===== config.mk =====
export PLATFORM = sky130hd
export DESIGN_NAME = keyword_stream_scheduler
export DESIGN_NICKNAME = d
export VERILOG_FILES = /design/src/rtl/keyword_stream_scheduler.sv
export SDC_FILE = /design/constraint.sdc
export NUM_CORES = 1
export LEC_CHECK = 0
export ABC_CLOCK_PERIOD_IN_PS = 3600
export CORE_ASPECT_RATIO = 0.6
export CORE_MARGIN = 2
export CORE_UTILIZATION = 34
export DETAILED_ROUTE_END_ITERATION = 10
export PLACE_DENSITY_LB_ADDON = 0.3
export SLEW_MARGIN = 20
export SYNTH_ARGS = -nofsm -noshare
export SYNTH_HDL_FRONTEND = slang
export SYNTH_SLANG_ARGS = --single-unit

===== constraint.sdc =====
create_clock -name clk -period 3.6 [get_ports clk]
set_input_delay 0.72 -clock clk [delete_from_list [all_inputs] [get_ports clk]]
set_output_delay 0.72 -clock clk [all_outputs]
set_load 0.02 [all_outputs]

===== src/rtl/keyword_stream_scheduler.sv =====
// keyword_stream_scheduler
// Shares one keyword classifier between NUM_CH feature sources. A round-robin
// arbiter issues feature words, and an in-order tag FIFO records the channel of
// each issued word. Classifier results are routed back to that channel.
module keyword_stream_scheduler #(
   parameter int NUM_CH    = 2,
   parameter int FEAT_W    = 40,
   parameter int TAG_DEPTH = 4,
   localparam int CH_W     = (NUM_CH > 1) ? $clog2(NUM_CH) : 1,
   localparam int AW       = $clog2(TAG_DEPTH)
) (
   input  logic                     clk,
   input  logic                     rst_n,
   input  logic [NUM_CH-1:0]        ch_valid,
   output logic [NUM_CH-1:0]        ch_ready,
   input  logic [NUM_CH*FEAT_W-1:0] ch_feature,
   output logic                     fin_valid,
   input  logic                     fin_ready,
   output logic [FEAT_W-1:0]        fin_feature,
   input  logic                     dout_valid,
   output logic                     dout_ready,
   input  logic [3:0]               keyword,
   output logic                     res_valid,
   input  logic                     res_ready,
   output logic [3:0]               res_keyword,
   output logic [CH_W-1:0]          res_ch,
   output logic [AW:0]              inflight,
   output logic                     orphan_err
);

   typedef enum logic {IDLE, LOCKED} state_t;

   state_t            state_reg, state_next;
   logic [CH_W-1:0]   rr_ptr_reg, rr_ptr_next;
   logic [CH_W-1:0]   lock_reg, lock_next;
   logic [CH_W-1:0]   grant;
   logic [CH_W-1:0]   search_idx;
   logic              search_found;
   logic [CH_W-1:0]   tag_mem [TAG_DEPTH];
   logic [AW-1:0]     wr_ptr_reg, rd_ptr_reg;
   logic [AW:0]       count_reg;
   logic              full, empty, push, pop, orphan_set;
   logic [FEAT_W-1:0] feat_arr [NUM_CH];

   // Unflatten the per-channel feature bus.
   generate
      for (genvar gi = 0; gi < NUM_CH; gi++) begin : g_feat
         assign feat_arr[gi] = ch_feature[gi*FEAT_W +: FEAT_W];
      end
   endgenerate

   assign full     = (count_reg == (AW+1)'(TAG_DEPTH));
   assign empty    = (count_reg == '0);
   assign inflight = count_reg;

   // Round-robin search: first valid channel at or after rr_ptr, with wrap.
   // Scanning from the farthest offset down lets the nearest one win.
   always_comb begin
      int idx;
      idx          = 0;
      search_found = 1'b0;
      search_idx   = '0;
      for (int k = NUM_CH - 1; k >= 0; k--) begin
         idx = (int'(rr_ptr_reg) + k) % NUM_CH;
         if (ch_valid[CH_W'(idx)]) begin
            search_found = 1'b1;
            search_idx   = CH_W'(idx);
         end
      end
   end

   // Arbiter FSM: next state, grant and issue-side outputs. All outputs are
   // forced to zero while reset is held so they clear without a clock edge.
   always_comb begin
      state_next  = state_reg;
      lock_next   = lock_reg;
      rr_ptr_next = rr_ptr_reg;
      grant       = search_idx;
      fin_valid   = 1'b0;
      case (state_reg)
         IDLE: begin
            grant     = search_idx;
            fin_valid = !full && search_found;
         end
         LOCKED: begin
            grant     = lock_reg;
            fin_valid = 1'b1;
         end
         default: begin
            grant     = search_idx;
            fin_valid = 1'b0;
         end
      endcase
      if (!rst_n) begin
         fin_valid = 1'b0;
      end
      push        = fin_valid && fin_ready;
      fin_feature = fin_valid ? feat_arr[grant] : '0;
      ch_ready    = '0;
      if (fin_valid) begin
         ch_ready[grant] = fin_ready;
      end
      if (push) begin
         state_next  = IDLE;
         rr_ptr_next = (grant == CH_W'(NUM_CH - 1)) ? '0 : CH_W'(grant + 1'b1);
      end else if (fin_valid) begin
         state_next = LOCKED;
         lock_next  = grant;
      end
   end

   // Result routing: zero-latency pass-through tagged with the FIFO head;
   // results with no outstanding tag are swallowed and flagged.
   always_comb begin
      res_valid   = 1'b0;
      dout_ready  = 1'b0;
      res_keyword = '0;
      res_ch      = '0;
      orphan_set  = 1'b0;
      pop         = 1'b0;
      if (rst_n) begin
         if (!empty) begin
            res_valid   = dout_valid;
            dout_ready  = res_ready;
            res_keyword = keyword;
            res_ch      = tag_mem[rd_ptr_reg];
            pop         = dout_valid && res_ready;
         end else begin
            dout_ready = dout_valid;
            orphan_set = dout_valid;
         end
      end
   end

   // Tag storage: plain array, written at issue, read at the head pointer.
   always_ff @(posedge clk) begin
      if (push) begin
         tag_mem[wr_ptr_reg] <= grant;
      end
   end

   // Control state: arbiter, FIFO pointers/occupancy and the sticky orphan flag.
   always_ff @(posedge clk or negedge rst_n) begin
      if (!rst_n) begin
         state_reg  <= IDLE;
         rr_ptr_reg <= '0;
         lock_reg   <= '0;
         wr_ptr_reg <= '0;
         rd_ptr_reg <= '0;
         count_reg  <= '0;
         orphan_err <= 1'b0;
      end else begin
         state_reg  <= state_next;
         rr_ptr_reg <= rr_ptr_next;
         lock_reg   <= lock_next;
         if (push) begin
            wr_ptr_reg <= wr_ptr_reg + 1'b1;
         end
         if (pop) begin
            rd_ptr_reg <= rd_ptr_reg + 1'b1;
         end
         case ({push, pop})
            2'b10:   count_reg <= count_reg + 1'b1;
            2'b01:   count_reg <= count_reg - 1'b1;
            default: count_reg <= count_reg;
         endcase
         if (orphan_set) begin
            orphan_err <= 1'b1;
         end
      end
   end

endmodule


After elaboration in Yosys (flattened, before gate mapping)
Memory sizes are Yosys's and may differ from the RTL's.
Cells that the tools add are included.

storage, ports and cells
  register bits after elaboration = 11
  RAM bits = 4
  logic and storage cells = 71
  memories kept = 1

memories
  memory   depth  width  rd ports  clocked after Yosys merged registers in  wr ports  line  text
  tag_mem  4      1      1         0                                        1         39    logic [CH_W-1:0] tag_mem [TAG_DEPTH];

cells by class
  add/sub/neg operators = 6
  magnitude comparators = 5
  eq/ne operators = 3
  mux-type cells = 36
  bitwise gates (word level) = 4
  reductions and logical operators = 9

operator list
  kind                 number
  $mux 40              4
  $mux 1               25
  $mux 4               2
  $lt 1x3->1 const B   2
  $pmux 3 s2           1
  $add 2x1->2 const B  2
  $logic_and 1x1->1    4
  $pmux 1 s2           2
  $reduce_bool 2->1    2
  $add 3x1->3 const B  1
  $eq 3x3->1 const B   1
  $logic_not 3->1      1
  $sub 3x1->3 const B  1
  $add 1x1->1 const B  2
  $and 2x2->2          1
  $eq 2x1->1 const B   1
  $eq 2x2->1 const B   1
  $ge 2x2->1 const B   1
  $lt 1x2->1 const B   1
  $mux 2               1
  $not 1->1            2
  $not 1->2            1
  $reduce_and 2->1     1
  $demux 1 s1          1
  other kinds (2)      2

Longest topological paths before layout
  word-level depth = 13
  mapped depth = 9

Worst setup path before layout
Ideal clock, no wire load.

  path type = input to output
  start point = in ch_valid[0]
  end point = out ch_ready[0]
  data arrival time = 1.685 ns
  data required time = 2.880 ns
  setup slack = 1.195 ns
  stages on the path = 4
  path buffers = 0
  cell sequence = and3b_2 -> nor2_1 -> inv_1 -> nor3_1

on the way
  longest elaborated chain between the ends = 11
  elaborated cells on any way between the ends = 19
  classes of those cells = 2 x order compare; 14 x mux; 1 x bitwise; 2 x reduce/logical

ends and longest elaborated chain
  item                                                            line  text
  from (decl)                                                     14    input logic [NUM_CH-1:0] ch_valid,
  $mux 1 (not written as such) (2 in a row)                       65    if (ch_valid[CH_W'(idx)]) begin
  $mux 1                                                          65
  $mux 1 (*)                                                      65
  $pmux 1 s2 (*)                                                  80    case (state_reg)
  named net grant                                                 36    logic [CH_W-1:0] grant;
  $lt 1x2->1 (not written as such) or $ge 1x1->1 (tied branches)  101   ch_ready[grant] = fin_ready;
  $logic_and 1x1->1 (not written as such)                         101
  $mux 1 (not written as such)                                    101
  $demux 1 s1 (*)                                                 101
  $and 2x2->2 (no source line) (*)                                n/a
  $mux 2 (*)                                                      100   if (fin_valid) begin
  to (decl)                                                       15    output logic [NUM_CH-1:0] ch_ready,

Mark *: on every way through the listed nets, which the timed path passes. The rest lies on a longest branch. The select of a mux whose other input is x is not followed.

Worst setup path in the final report
  start point = in ch_valid[0]
  end point = out fin_feature[15]

on the way
  longest elaborated chain between the ends = 10
  elaborated cells on any way between the ends = 17
  classes of those cells = 15 x mux; 1 x bitwise; 1 x reduce/logical

ends and longest elaborated chain
  item                                        line  text
  $mux 1 (not written as such) (2 in a row)   65
  $mux 1 (2 in a row)                         65
  $pmux 1 s2                                  80
  $not 1->2 (not written as such)             98    fin_feature = fin_valid ? feat_arr[grant] : '0;
  $mux 40 (not written as such) (3 in a row)  98
  $mux 40 (*)                                 98
  to (decl)                                   19    output logic [FEAT_W-1:0] fin_feature,

Mark *: on every way between the ends. The rest lies on a longest branch, timed or not. The select of a mux whose other input is x is not followed.

==> impl_metrics.tcl <==
set metrics [dict create \
    ys_types 34 \
    comb_power_share 0.688 \
    cts_tree "done" \
    cap_violations 0 \
    largest_register_ffs 4 \
    seq_power_share 0.216 \
    final_cell_mix "143 x clkdlybuf4s50_1, 41 x nand3_1, 40 x o21ai_0, 40 x a21oi_1, 11 x dfrtp_1" \
    slew_headroom 0.582 \
    antenna_found_initial 0 \
    fin_hold_ws_ps 471 \
    cts_setup_buffers 0 \
    crit_path_frequent_cell "clkdlybuf4s50_1" \
    critPathLaunchType "input port" \
    path_class "in -> out" \
    min_period_over_period 0.948 \
    vias 2109 \
    wl_um 5900 \
    finalSetupViolations 0 \
    sw_frac_of_total 0.441 \
    drive_gt1_frac 0.0657 \
    hold_path_depth 1 \
    crit_arrival_ps 2690 \
    syn_inst 218 \
    final_hold_viol_count 0 \
    period_needed_ps 3410 \
    cts.sinks 15 \
    crit_chain "clkdlybuf4s50_1 -> and3b_2 -> buf_12 -> o21ai_0 -> a21oi_1 -> clkdlybuf4s50_1" \
    hold_buffers 0 \
    slowest_delay_ps 620 \
    syn_area_sq_um 1590 \
    synthesis.nets 315 \
    yosys_warnings 0 \
    r2r_cells 10 \
    grt_use_total 0.215 \
    cts_max_level 1 \
    clock_latency_ps 250 \
    grt_pass1_vias 1923 \
    port_buffers 143 \
    clock-root-buffer "clkbuf_8" \
    grt_overflow 0 \
    regArea_sq_um 395 \
    coreArea_sq_um 4540 \
    nets 448 \
    crit_fanout 34 \
    power_per_cell_area_nw_per_um2 461 \
    grt_max_degree 42 \
    ff2ff_setup_slack_ps 1320 \
    start_util 0.351 \
    final.fill_count 399 \
    die_y_um 57.0 \
    ir_worst_vdd_v 0.000392 \
    drt-initial-drc-count 104 \
    status "finished clean" \
    rows 19 \
    synth-edff-count 4 \
    tightestPinTransition_ps 627 \
    ys.flop_type "dfrtp_1" \
    internal_power_mw 0.801 \
    cts_resized 0 \
    place_congestion 0.824 \
    viasPerCell 5.11 \
    wl_per_cell_um 14.3 \
    clk_pin_slew_ps 60 \
    ys_ff_latch 15 \
    timing.setup.tns_ps 0 \
    synth_seq_area_share 0.248 \
    worstPathRequired_ps 2880 \
    numCtsBuffers 3 \
    die_x_um 92.3 \
    place_ws_ps 203 \
    grt_pass1_wl_um 9370 \
    async_flop_share 0.733 \
    drcViolationCount 0 \
    syn2layout_area_growth_pct 95.3 \
    die_area_sq_um 5260 \
    multiInputGateArea_sq_um 1030 \
    slowest_stage "clkdlybuf4s50_1" \
    floorplan.io_pins 145 \
    postRouteAntennaNets 0 \
    switching_power_mw 0.631 \
    worstSetupEndpointType "output port" \
    setup_ws_ps 189 \
    clock_power_share 0.096 \
    syn_area_per_cell_sq_um 7.30 \
    ctsLongestPathBuffers 2 \
    hpwl_um 4350 \
    skew_ps 3.33 \
    diodes 0 \
    power.leakage_nw 1.21 \
    regMostFlops "tag_mem" \
    max_freq_ghz 0.293 \
    final_common_cell "clkdlybuf4s50_1" \
    hp-class "reg -> reg" \
    rsz0062_at_grt "false" \
    dr.pass1.iters 4 \
    drv_slew 0 \
]
[worst max-delay path, delay by kind of cell]
kind | cells | cell delay [ps]
compound gates | 2 | 320
buf+inv | 3 | 1340
simple gates | 1 | 300
[cell usage after synthesis, types with 2 or more instances]
library cell  instances  area share
nand3_1              41        0.13
clkbuf_1              9       0.021
o22ai_1               2      0.0079
and3_1                6       0.024
clkbuf_2              4       0.013
dfrtp_1              11        0.17
and2_2                5       0.024
nand2_1               4      0.0094
buf_2                 4       0.013
nor2_1                3      0.0071
xor2_1                4       0.022
nor3_1                3      0.0094
inv_1                10       0.024
ha_1                  5       0.039
a21oi_1              40        0.13
o21ai_0              40        0.13
o31ai_1               2      0.0094
buf_6                 5       0.035
edfxtp_1              4       0.075
xnor2_1               2       0.011
[logic make-up (layout without fill, tap and decap cells)]
| family | count (synthesis) | in the layout | synth area share |
|---|---|---|---|
| AO/OA/AOI/OAI | 87 | 87 | 0.285 |
| XOR/XNOR | 6 | 6 | 0.0330 |
| adder cells (fa/ha/maj) | 6 | 6 | 0.0519 |
| buffers and inverters | 32 | 164 | 0.105 |
| flip-flops | 15 | 15 | 0.248 |
| multiplexers | 3 | 3 | 0.0299 |
| AND/OR/NAND/NOR | 69 | 69 | 0.247 |
[worst paths after layout]
path / endpoint / start
worst max register to register: inflight[2]$_DFFE_PN0P_ / inflight[0]$_DFFE_PN0P_
worst max-delay path: fin_feature[15] / ch_valid[0]
worst min-delay path: orphan_err$_DFFE_PN0P_ / orphan_err$_DFFE_PN0P_
worst min register to register: orphan_err$_DFFE_PN0P_ / orphan_err$_DFFE_PN0P_
max in group asynchronous: rr_ptr_reg$_DFFE_PN0P_ / rst_n
min in group asynchronous: wr_ptr_reg[1]$_DFFE_PN0P_ / rst_n
[layout make-up]
cell class / count / share of cell area
repair buffers: 150 / 0.490
clock inverters: 1 / 0.00161
flip-flops and latches: 15 / 0.127
multi-input cells: 171 / 0.331
inverters: 10 / 0.0121
well taps: 63 / 0.0254
clock buffers: 3 / 0.0133
[through the flow]
step	util	cells	area (sq um)	total power, mW
floorplan	-	218	1590	0.873
global placement	0.674	409	3060	1.28
detailed placement	0.674	409	3060	1.30
CTS	0.684	413	3110	1.44
global route	0.684	413	3110	1.54
finish	0.684	413	3110	1.43
[power groups by stage]
stage | Sequential, mW | Combinational [mW] | Clock (mW)
floorplan | 0.323 | 0.550 | 0
detailed placement | 0.312 | 0.986 | 0
CTS | 0.309 | 0.991 | 0.141
global route | 0.320 | 1.07 | 0.156
global placement | 0.308 | 0.970 | 0
finish | 0.309 | 0.986 | 0.137
[layer usage]
| layer | track usage | up-vias | routed length, um |
|---|---|---|---|
| li1 | - | 1048 | - |
| met1 | 0.289 | 971 | 2590 |
| met2 | 0.362 | 85 | 2800 |
| met3 | 0.0542 | 5 | 483 |
| met4 | 0.0320 | 0 | 28 |
| met5 | 0 | - | 0 |
(Power assumes the default switching activity.)
